$ cat src/rtl/ras.sv
// Return address stack for the fetch predictor stage.
// Circular buffer of link targets with a top pointer and a saturating valid count.
module ras #(
  parameter int RAS_ENTRIES      = 8,
  parameter int RAS_INDEX_WIDTH  = $clog2(RAS_ENTRIES),
  parameter int RAS_TARGET_WIDTH = 31
) (
  input  logic                        CLK,
  input  logic                        RST,
  input  logic                        link_valid_in,
  input  logic [RAS_TARGET_WIDTH-1:0] link_target_in,
  input  logic                        ret_valid_in,
  input  logic                        update_valid_in,
  input  logic [RAS_INDEX_WIDTH-1:0]  update_ras_index_in,
  input  logic [RAS_INDEX_WIDTH:0]    update_ras_count_in,
  output logic [RAS_TARGET_WIDTH-1:0] ras_ret_target_out,
  output logic [RAS_INDEX_WIDTH-1:0]  ras_index_out,
  output logic [RAS_INDEX_WIDTH:0]    ras_count_out,
  output logic                        ras_empty_out
);

  localparam logic [RAS_INDEX_WIDTH-1:0] IDX_ONE  = RAS_INDEX_WIDTH'(1);
  localparam logic [RAS_INDEX_WIDTH:0]   CNT_ONE  = (RAS_INDEX_WIDTH+1)'(1);
  localparam logic [RAS_INDEX_WIDTH:0]   CNT_FULL = (RAS_INDEX_WIDTH+1)'(RAS_ENTRIES);

  logic [RAS_TARGET_WIDTH-1:0] r_stack [RAS_ENTRIES];
  logic [RAS_INDEX_WIDTH-1:0]  r_idx;
  logic [RAS_INDEX_WIDTH:0]    r_count;

  logic [RAS_INDEX_WIDTH-1:0]  w_idx_inc;
  logic [RAS_INDEX_WIDTH-1:0]  w_idx_dec;
  logic                        w_empty;

  assign w_idx_inc = r_idx + IDX_ONE;
  assign w_idx_dec = r_idx - IDX_ONE;
  assign w_empty   = (r_count == '0);

  // Restore beats push/pop; push+pop together rewrites the top in place.
  always_ff @(posedge CLK or posedge RST) begin
    if (RST) begin
      for (int i = 0; i < RAS_ENTRIES; i++) r_stack[i] <= '0;
      r_idx   <= '0;
      r_count <= '0;
    end else if (update_valid_in) begin
      r_idx   <= update_ras_index_in;
      r_count <= update_ras_count_in;
    end else if (link_valid_in && ret_valid_in) begin
      r_stack[r_idx] <= link_target_in;
    end else if (link_valid_in) begin
      r_stack[w_idx_inc] <= link_target_in;
      r_idx              <= w_idx_inc;
      if (r_count != CNT_FULL) r_count <= r_count + CNT_ONE;
    end else if (ret_valid_in && !w_empty) begin
      r_idx   <= w_idx_dec;
      r_count <= r_count - CNT_ONE;
    end
  end

  assign ras_ret_target_out = r_stack[r_idx];
  assign ras_index_out      = r_idx;
  assign ras_count_out      = r_count;
  assign ras_empty_out      = w_empty;

endmodule
$ cat config.mk
export PLATFORM = sky130hd
export DESIGN_NAME = ras
export DESIGN_NICKNAME = d
export VERILOG_FILES = /design/src/rtl/ras.sv
export SDC_FILE = /design/constraint.sdc
export NUM_CORES = 1
export LEC_CHECK = 0
export CORE_AREA = 2 2 168 170
export DETAILED_ROUTE_END_ITERATION = 10
export DIE_AREA = 0 0 170 172
export GPL_ROUTABILITY_DRIVEN = 0
export PLACE_DENSITY = 0.67
export SLEW_MARGIN = 20
export SYNTH_ARGS = -nofsm -noshare
export SYNTH_HDL_FRONTEND = slang
export SYNTH_SLANG_ARGS = --single-unit
$ cat constraint.sdc
create_clock -name CLK -period 9.7 [get_ports CLK]
set_input_delay 1.455 -clock CLK [delete_from_list [all_inputs] [get_ports CLK]]
set_output_delay 1.455 -clock CLK [all_outputs]
set_load 0.02 [all_outputs]
======== After elaboration in Yosys (flattened, before gate mapping) ========
Index checks and enable logic that the tools add are counted.
cells by class
  order comparisons ....................... 4
  eq/ne operators ......................... 3
  reduce and logical (&&, ||, !) cells .... 11
  mux-type cells .......................... 20
  add/sub/neg operators ................... 4
  bitwise operators ....................... 3
operators by type and width
  cell                                                                           number
  248-bit bitwise mux                                                            2
  248-bit 2-to-1 mux                                                             2
  31-bit demux with 3-bit select                                                 2
  31-bit 2-to-1 mux                                                              4
  31-bit binary-select mux with 3-bit select                                     1
  4-bit 2-to-1 mux                                                               5
  3-bit 2-to-1 mux                                                               4
  4-bit greater-or-equal comparator (second input constant)                      2
  4-bit by 1-bit less-than comparator with 1-bit output (second input constant)  2
  3-bit inverter with 4-bit output                                               2
  4-bit by 1-bit adder with 4-bit output (second input constant)                 1
  1-bit logical AND                                                              4
  4-bit logical NOT                                                              1
  4-bit inequality test (second input constant)                                  1
  2-bit AND reduction                                                            2
  4-bit by 1-bit subtractor with 4-bit output (second input constant)            1
  3-bit by 1-bit adder with 3-bit output (second input constant)                 1
  3-bit by 1-bit inequality test with 1-bit output (second input constant)       1
  3-bit AND reduction                                                            1
  3-bit nonzero test                                                             1
  3-bit by 1-bit subtractor with 3-bit output (second input constant)            1
  2-bit inequality test (second input constant)                                  1
  2-bit nonzero test                                                             1
  1-bit logical NOT                                                              1
  1-bit inverter                                                                 1
word-level totals
  logic and storage cells ................. 55
  input bits .............................. 43
  output and inout bits ................... 39
  register bits after elaboration ......... 255

======== Longest topological paths before layout ========
Gate-level depths: netlist of the first run.
  word-level depth ........................ 9
  mapped depth ............................ 11
  depth with buffers taken out ............ 6

======== Worst setup path after synthesis of the first run ========
OpenSTA, ideal clock, no wires.
  path kind ............................... reg2out
  start ................................... reg r_idx[0], in the netlist ras_index_out[0]
  end ..................................... out ras_ret_target_out[12]
  data arrival time ....................... 1980 ps
  slack ................................... 6265 ps
  stages on the path, launching flop included .. 7
  path buffers ............................ 3
  data required time ...................... 8245 ps
  path through ............................ dfrtp_1 buf_2 buf_4 buf_2 mux2_2 a22oi_1 o21ai_0
between the ends
  cells in the longest elaborated chain, start to end .. 4
ends and longest elaborated chain
  element                                                 RTL line  RTL
  start: declaration                                      27        logic [RAS_INDEX_WIDTH-1:0] r_idx;
  start signal: assignment                                45        r_idx <= update_ras_index_in;
  start signal: assignment                                51        r_idx <= w_idx_inc;
  start signal: assignment                                54        r_idx <= w_idx_dec;
  3-bit inverter with 4-bit output (implied by the code)  59        assign ras_ret_target_out = r_stack[r_idx];
  31-bit binary-select mux with 3-bit select              59
  31-bit 2-to-1 mux (implied by the code) (2 in series)   59
  end: declaration                                        16        output logic [RAS_TARGET_WIDTH-1:0] ras_ret_target_out,
Every way passes these cells. The select of a mux whose other input is x is not followed.

======== Worst setup path in the final report of the first run ========
  start ................................... reg r_idx[0], in the netlist ras_index_out[0]
  end ..................................... out ras_ret_target_out[29]
The elaborated chain is that of the path after synthesis.

==> out/qor.csv, run 1 <==
stage,metric,value,unit
timing,Max Freq,182,MHz
clock_network,Bufs on Longest Clock Path,3,
synth,Compound-Gate Fraction of Synth Area,7.27,%
clock_network,CTS tree,yes,
synth,most used flip-flop cell after synthesis,sky130_fd_sc_hd__dfrtp_1,
drt,per-cell routed wire length,22.9,um
synth,library cells used by synthesis,46,
drt,Vias/cell,5.84,
global_routing,first-pass GRT wire length,46800,um
clock_network,clock tree sinks,255,
layout,final cell utilization of the core,51.8,%
power_and_ir_drop,leakage power figure,6.34,nW
synth,multiplexer share of the synthesized area,33.0,%
floorplan,Std-Cell Rows,61,
clock_network,clock edge transition at the registers on the reported setup and hold paths,0.06,ns
synth,sequential share of the synthesized area,52.3,%
setup_path,Worst setup SP type,flip-flop,
synth,synthesized instance count,851,
synth,area share of the largest cell type after synthesis,52.3,%
floorplan,io pins,82,
layout,"final std cell area, no fill",14200,um^2
synth,Post-synth EDFFs,0,
floorplan,Placeable Area,27500,um^2
layout,"count of placed standard cells in the final layout, fillers left out",1283,
drt,drt initial violations,501,
drt,final antenna-violating net count,0,
drt,final routed wirelength across all metal layers,29400,um
timing,final hold vios,0,
placed_design,PortBufs,81,
timing,post-layout min period,5.49,ns
synth,count of synthesis-stage warnings from yosys,0,
layout,Nets,964,
clock_network,CTS Root Cell,sky130_fd_sc_hd__clkbuf_16,
power_and_ir_drop,Peak supply drop,142,uV
clock_network,post-CTS sizing,0,
setup_path,count of buffering cells on the critical path with inverters included,2,
layout,layout cell share with drive strength beyond 1,38.5,%
setup_path,CP Data Required Time,8.25,ns
setup_path,critical path class,reg2out,
clock_network,number of CTS-inserted buffers,28,
setup_path,"Cell Chain, Critical Path",buf_4 > nor2b_1 > a22oi_1 > o22a_1 > o221ai_1 > clkdlybuf4s50_1,
clock_network,clock latency at the later pin of the worst-skew pair,0.55,ns
flow_run,max-capacitance violation count,0,
synth,synthesized-area fraction occupied by xor and xnor cells,0.287,%
synth,area share of fa/ha/maj cells after synthesis,0.574,%
timing,final slew viol count,0,
timing,worst slew slack as a fraction of its limit,18.6,%
floorplan,Initial Util,44.4,%
timing,fin crit share,56.6,%
min_path,Worst Hold Class,reg2reg,
drt,drt pass-1 iters,5,
setup_path,critical path capture point type,output pin,
power_and_ir_drop,power per cell area,307,nW/um^2
placed_design,Placed Cells,1232,
drt,number of design rule violations left after detail routing,0,
synth,mean instance size in the synthesized netlist,14.3,um^2
synth,nets in the synthesized netlist,899,
global_routing,largest net degree at the start of global routing,130,
setup_path,slowest cell on the critical path,sky130_fd_sc_hd__nor2b_1,
timing,setup repair after global routing missed its margin,false,
synth,most numerous cell in the Yosys netlist,sky130_fd_sc_hd__dfrtp_1,
global_routing,number of antenna violations at the first check in global routing,0,
placed_design,half-perimeter wire length after placement,17300,um
setup_path,maximum fanout along the worst path,48,
setup_path,largest delay contributor family on the critical path,buffers and inverters,
layout,area grow syn2layout,16.5,%
synth,post-synthesis simple-gate area fraction,3.33,%
clock_network,number of hold buffers added after CTS,0,
floorplan,total die area,29200,um^2
global_routing,global-route congestion overflow total,0,
drt,count of vias placed by the detailed router,7496,
global_routing,number of global-route vias before repair,7867,
status,result of the run,"finished, final reports clean",
synth,mapped cell area,12200,um^2
setup_path,delay of the slowest cell on the worst path,0.89,ns
placed_design,Placement Setup Slack,4.78,ns
global_routing,overall global routing resource usage,20.8,%
floorplan,Die X,170,um
clock_network,Setup Buffers After CTS,0,
timing,worst slew pin tran,1.22,ns
synth,largest cells by area after synthesis,"sky130_fd_sc_hd__dfrtp_1 (52%), sky130_fd_sc_hd__mux2_2 (16%), sky130_fd_sc_hd__mux2_4 (11%)",
synth,combinational family with the most area after synthesis,multiplexers,
placed_design,"Cell Area, Placed",13200,um^2
timing,final setup fails,0,
synth,commonest cells in the synthesized netlist,"sky130_fd_sc_hd__dfrtp_1 (255), sky130_fd_sc_hd__mux2_2 (177), sky130_fd_sc_hd__mux2_4 (90), sky130_fd_sc_hd__nand2_1 (45), sky130_fd_sc_hd__a221oi_1 (27)",
synth,"Async S/R FF share, synth",100,%
timing,setup slack of the critical path after layout,4.21,ns
synth,number of register bits inferred by synthesis,255,
timing,worst setup skew after layout,0.0158,ns
layout,number of antenna diodes,0,
timing,Setup TNS,0,ns
floorplan,height of the chip,172,um
synth,post-synthesis cell type with the largest combined area,sky130_fd_sc_hd__dfrtp_1,
setup_path,Critical Path AT,4.03,ns
clock_network,depth of the CTS H-tree,1,
[metal layers]
metal / vias to the layer above / part of all wire [%] / GRT usage, % / wire length [um]
li1: 3297 / - / - / -
met1: 3931 / 45 / 29.3 / 13300
met2: 220 / 48 / 33.8 / 14000
met3: 48 / 5.2 / 3.14 / 1540
met4: 0 / 2.0 / 5.72 / 588
met5: - / 0 / 0 / 0
[metrics by stage]
stage	hold WS [ns]	power, mW
2_1_floorplan	0.459	2.81
5_1_grt	0.510	4.60
6_report	0.487	4.36
4_1_cts	0.490	4.39
3_5_place_dp	0.477	3.24
3_3_place_gp	0.469	3.20
[sequential cells by signal (all words and copies together) (netlist names)]
register	count
r_stack	248
ras_count_out	4
ras_index_out	3
[report_power, final]
group	switching, mW	total [mW]	internal (mW)
logic	0.566	1.41	0.843
registers	0.278	1.82	1.55
clock network	0.428	1.13	0.703
total	1.27	4.36	3.09
[layout by cell type (no fill, tap or decap), drive strengths merged, types with 2 or more instances in the layout]
cell           netlist  routed
a2111oi              2       2
clkinv               0       7
nor3                 2       2
nand2               45      45
clkbuf              16      40
a21o                 4       4
nand3               10      10
o21bai               2       2
mux2i               22      22
a22o                 4       4
a21oi               11      11
a22oi               17      17
nor2b                8       8
nor2                13      13
ha                   4       4
nand2b               4       4
mux4                20      20
o31ai                3       3
and2                 3       3
mux2               268     268
a221oi              27      27
o22ai                9       9
o2bb2ai              4       4
dfrtp              255     255
bufinv               0       4
a31oi                3       3
a221o                7       7
o22a                 2       2
buf                 44      14
xnor2                3       3
o221ai               7       7
inv                 10      10
clkdlybuf4s50        0      81
o21ai               13      13
[cell families (layout without fill, tap and decap cells)]
kind of cell / Yosys count / after routing
muxes: 310 / 310
DFF: 255 / 255
AOI/OAI and AO/OA: 118 / 118
and+or+nand+nor: 89 / 89
buffers and inverters: 70 / 156
adders and majority gates: 5 / 5
xor gates and xnor gates: 4 / 4
[path summary, 6_finish.rpt]
kind | start | endpoint | slack, ns | depth (start not counted)
max | ras_index_out[0] | ras_ret_target_out[29] | 4.21 | 6
min | r_stack[116] | r_stack[116] | 0.49 | 1
min reg2reg | r_stack[116] | r_stack[116] | 0.49 | 1
max in group asynchronous | RST | ras_index_out[1] | 6.64 | 3
min in group asynchronous | RST | ras_count_out[0] | 1.52 | 2
max reg2reg | ras_index_out[0] | r_stack[239] | 5.49 | 8
[final cells by class]
cell class	count	area, um^2
Tap cell	346	433
Clock buffer	40	837
Fill cell	2309	13300
Inverter	10	45.0
Timing Repair Buffer	95	916
Sequential cell	255	6390
Clock inverter	11	159
Multi-Input combinational cell	526	5450
Note: power is estimated with default switching activity, not from simulation.
==> run 2: changes to the inputs <==
- PLACE_DENSITY: 0.67 -> 0.69
- clock period: 9.7 -> 4.9 ns (I/O delays scaled with it)
==> run 2 against run 1 <==
Largest cell class unchanged; highest routed layer unchanged; clock skew shrank 0.0057 ns; wire length grew 2.3%; worst setup slack worse by 3.4 ns; critical path type unchanged; register-to-register slack got worse by 4.0 ns; first-iteration DRC count is 21% lower; critical path depth shrank 2; global-route usage increased by 0.30 points; sequential power rose by 99%.
==> out/qor.csv, run 2 (synthesis results as in run 1) <==
stage,metric,value,unit,change
clock_network,clock latency at the later pin of the worst-skew pair,0.54,ns,about the same
global_routing,largest net degree at the start of global routing,54,,-58%
layout,area grow syn2layout,16.9,%,
power_and_ir_drop,share of total power consumed by net switching,29.7,%,+0.52 points
global_routing,overall global routing resource usage,21.1,%,+0.30 points
setup_path,"setup slack, reg-to-reg",1.53,ns,-3.96 ns
floorplan,io pins,82,,unchanged
clock_network,Setup Buffers After CTS,0,,unchanged
drt,number of design rule violations left after detail routing,0,,unchanged
clock_network,CTS Root Cell,sky130_fd_sc_hd__clkbuf_16,,
clock_network,number of hold buffers added after CTS,0,,unchanged
clock_network,number of CTS-inserted buffers,28,,unchanged
clock_network,clock tree sinks,255,,unchanged
timing,final hold vios,0,,unchanged
drt,Vias/cell,5.89,,+0.88%
layout,final cell utilization of the core,51.9,%,+0.18 points
global_routing,first-pass GRT wire length,47500,um,+1.5%
timing,final setup fails,0,,unchanged
power_and_ir_drop,leakage power figure,6.36,nW,+0.42%
power_and_ir_drop,Peak supply drop,336,uV,+140%
timing,worst setup skew after layout,0.0101,ns,-0.00570 ns
floorplan,Std-Cell Rows,61,,unchanged
timing,final slew viol count,0,,unchanged
floorplan,Initial Util,44.4,%,unchanged
timing,fin crit share,84.0,%,
clock_network,Bufs on Longest Clock Path,3,,unchanged
drt,met1 layer wirelength in the final routing,13900,um,+4.6%
drt,met2 wirelength from detailed routing,14000,um,-0.17%
floorplan,height of the chip,172,um,unchanged
setup_path,maximum fanout along the worst path,26,,-46%
status,result of the run,"finished, final reports clean",,
timing,worst slew slack as a fraction of its limit,24.6,%,+6.0 points
layout,layout cell share with drive strength beyond 1,39.0,%,+0.50 points
placed_design,PortBufs,81,,unchanged
global_routing,number of antenna violations at the first check in global routing,0,,unchanged
clock_network,CTS tree,yes,,
global_routing,global-route congestion overflow total,0,,unchanged
layout,number of antenna diodes,0,,unchanged
layout,highest-count cells in the layout ignoring fill and taps,"sky130_fd_sc_hd__dfrtp_1 (252), sky130_fd_sc_hd__mux2_2 (177), sky130_fd_sc_hd__mux2_4 (90)",,
power_and_ir_drop,net load switching power,2.55,mW,+100%
layout,"count of placed standard cells in the final layout, fillers left out",1294,,+0.86%
power_and_ir_drop,sequential cell fraction of total power,42.2,%,+0.4 points
layout,max reg flops,248,,unchanged
timing,Setup TNS,0,ns,unchanged
floorplan,Placeable Area,27500,um^2,unchanged
clock_network,clock edge transition at the registers on the reported setup and hold paths,0.06,ns,about the same
floorplan,Die X,170,um,unchanged
power_and_ir_drop,power per cell area,601,nW/um^2,+96%
drt,WL met3,1570,um,+1.6%
clock_network,post-CTS sizing,0,,unchanged
floorplan,total die area,29200,um^2,unchanged
placed_design,half-perimeter wire length after placement,18300,um,+5.3%
placed_design,Placed Cells,1243,,+0.89%
placed_design,Placement Setup Slack,1.40,ns,-3.37 ns
timing,post-layout min period,4.12,ns,
min_path,min-delay src,r_stack[116],,
setup_path,critical path class,reg2out,,
setup_path,CP Data Required Time,4.16,ns,-4.09 ns
power_and_ir_drop,fraction of power consumed by the clock network,25.1,%,-0.8 points
drt,drt initial violations,396,,-21%
flow_run,max-capacitance violation count,0,,unchanged
layout,most flop-heavy register,r_stack,,
timing,worst slew pin tran,1.13,ns,-0.0856 ns
drt,highest metal layer used by the detailed router,met4,,
min_path,sink of the worst hold path,r_stack[116],,
drt,count of vias placed by the detailed router,7627,,+1.7%
layout,number of fill cells,2274,,-1.5%
drt,drt pass-1 iters,4,,-1
layout,"most common cell after layout, fill and taps aside",sky130_fd_sc_hd__dfrtp_1,,
setup_path,critical path capture point type,output pin,,
drt,final routed wirelength across all metal layers,30100,um,+2.3%
timing,Max Freq,243,MHz,
timing,setup repair after global routing missed its margin,false,,
drt,final antenna-violating net count,0,,unchanged
layout,Nets,975,,+1.1%
timing,setup slack of the critical path after layout,0.782,ns,-3.43 ns
setup_path,Worst setup SP type,flip-flop,,
power_and_ir_drop,portion of total power attributed to combinational logic,32.7,%,+0.4 points
setup_path,Critical Path AT,3.38,ns,-0.65 ns
drt,per-cell routed wire length,23.3,um,+1.4%
global_routing,number of global-route vias before repair,7975,,+1.4%
min_path,Worst Hold Class,reg2reg,,
setup_path,start of the worst register-to-register path,ras_index_out[0],,
setup_path,cell depth of the worst flop-to-flop path,7,,-1
power_and_ir_drop,P_int,6.04,mW,+95%
setup_path,Reg-to-Reg End,r_stack[62],,
clock_network,depth of the CTS H-tree,1,,unchanged
min_path,worst hold path depth,1,,unchanged
[run 2: cell count changes in the layout (fill, tap and decap cells not counted)]
cell	before	now
sky130_fd_sc_hd__buf_12	0	1
sky130_fd_sc_hd__inv_8	1	0
sky130_fd_sc_hd__clkinv_4	1	0
sky130_fd_sc_hd__buf_4	14	24
sky130_fd_sc_hd__clkinv_8	0	1
sky130_fd_sc_hd__clkinvlp_4	0	2
sky130_fd_sc_hd__bufinv_16	4	2
sky130_fd_sc_hd__clkinv_2	6	5
sky130_fd_sc_hd__clkbuf_1	4	6
[run 2: metal layers]
layer | track usage, % | vias up
met2 | 33.9 | 207
li1 | - | 3318
met1 | 30.1 | 4051
met4 | 4.94 | 0
met3 | 3.59 | 51
met5 | 0 | -
[run 2: power by group through the flow]
stage                     Clock (mW)  Combinational (mW)  Sequential, mW
after floorplan                    0                2.13            3.43
after global placement             0                2.76            3.59
after detailed placement           0                2.82            3.62
after CTS                       2.18                2.83            3.60
after global routing            2.27                3.03            3.74
final                           2.15                2.81            3.62
[run 2: cell type report]
type / instances / area [um^2] / area share (%)
Tap cell: 346 / 433 / 3.03
Inverter: 10 / 41.3 / 0.289
Multi-Input combinational cell: 526 / 5450 / 38.2
Clock inverter: 9 / 109 / 0.763
Timing Repair Buffer: 106 / 1010 / 7.08
Clock buffer: 42 / 845 / 5.92
Sequential cell: 255 / 6390 / 44.8
[run 2: worst max path at each step]
stage | start | to | slack [ns] | cells after the start
2_1_floorplan | RST | r_stack[0] | 0.81 | 1
5_1_grt | ras_index_out[0] | ras_ret_target_out[26] | 0.65 | 6
3_5_place_dp | ras_index_out[1] | ras_ret_target_out[9] | 1.40 | 5
4_1_cts | ras_index_out[0] | ras_ret_target_out[26] | 0.80 | 6
6_report | ras_index_out[2] | ras_ret_target_out[2] | 0.78 | 4
3_3_place_gp | ras_index_out[0] | ras_ret_target_out[26] | 1.38 | 6
[run 2: worst max-delay path, stage by stage, from the launching register on]
cell and delay [ns]:
sky130_fd_sc_hd__dfrtp_2 0.69, sky130_fd_sc_hd__nor2b_1 0.92, sky130_fd_sc_hd__a221oi_1 0.25, sky130_fd_sc_hd__o22ai_1 0.32, sky130_fd_sc_hd__clkdlybuf4s50_1 0.67
[run 2: through the flow]
stage,cell area (um^2),power (mW),hold slack [ns]
2_1_floorplan,12200,5.56,0.459
3_3_place_gp,13300,6.35,0.473
3_5_place_dp,13300,6.43,0.485
4_1_cts,14300,8.61,0.500
5_1_grt,14300,9.03,0.511
6_report,14300,8.58,0.499
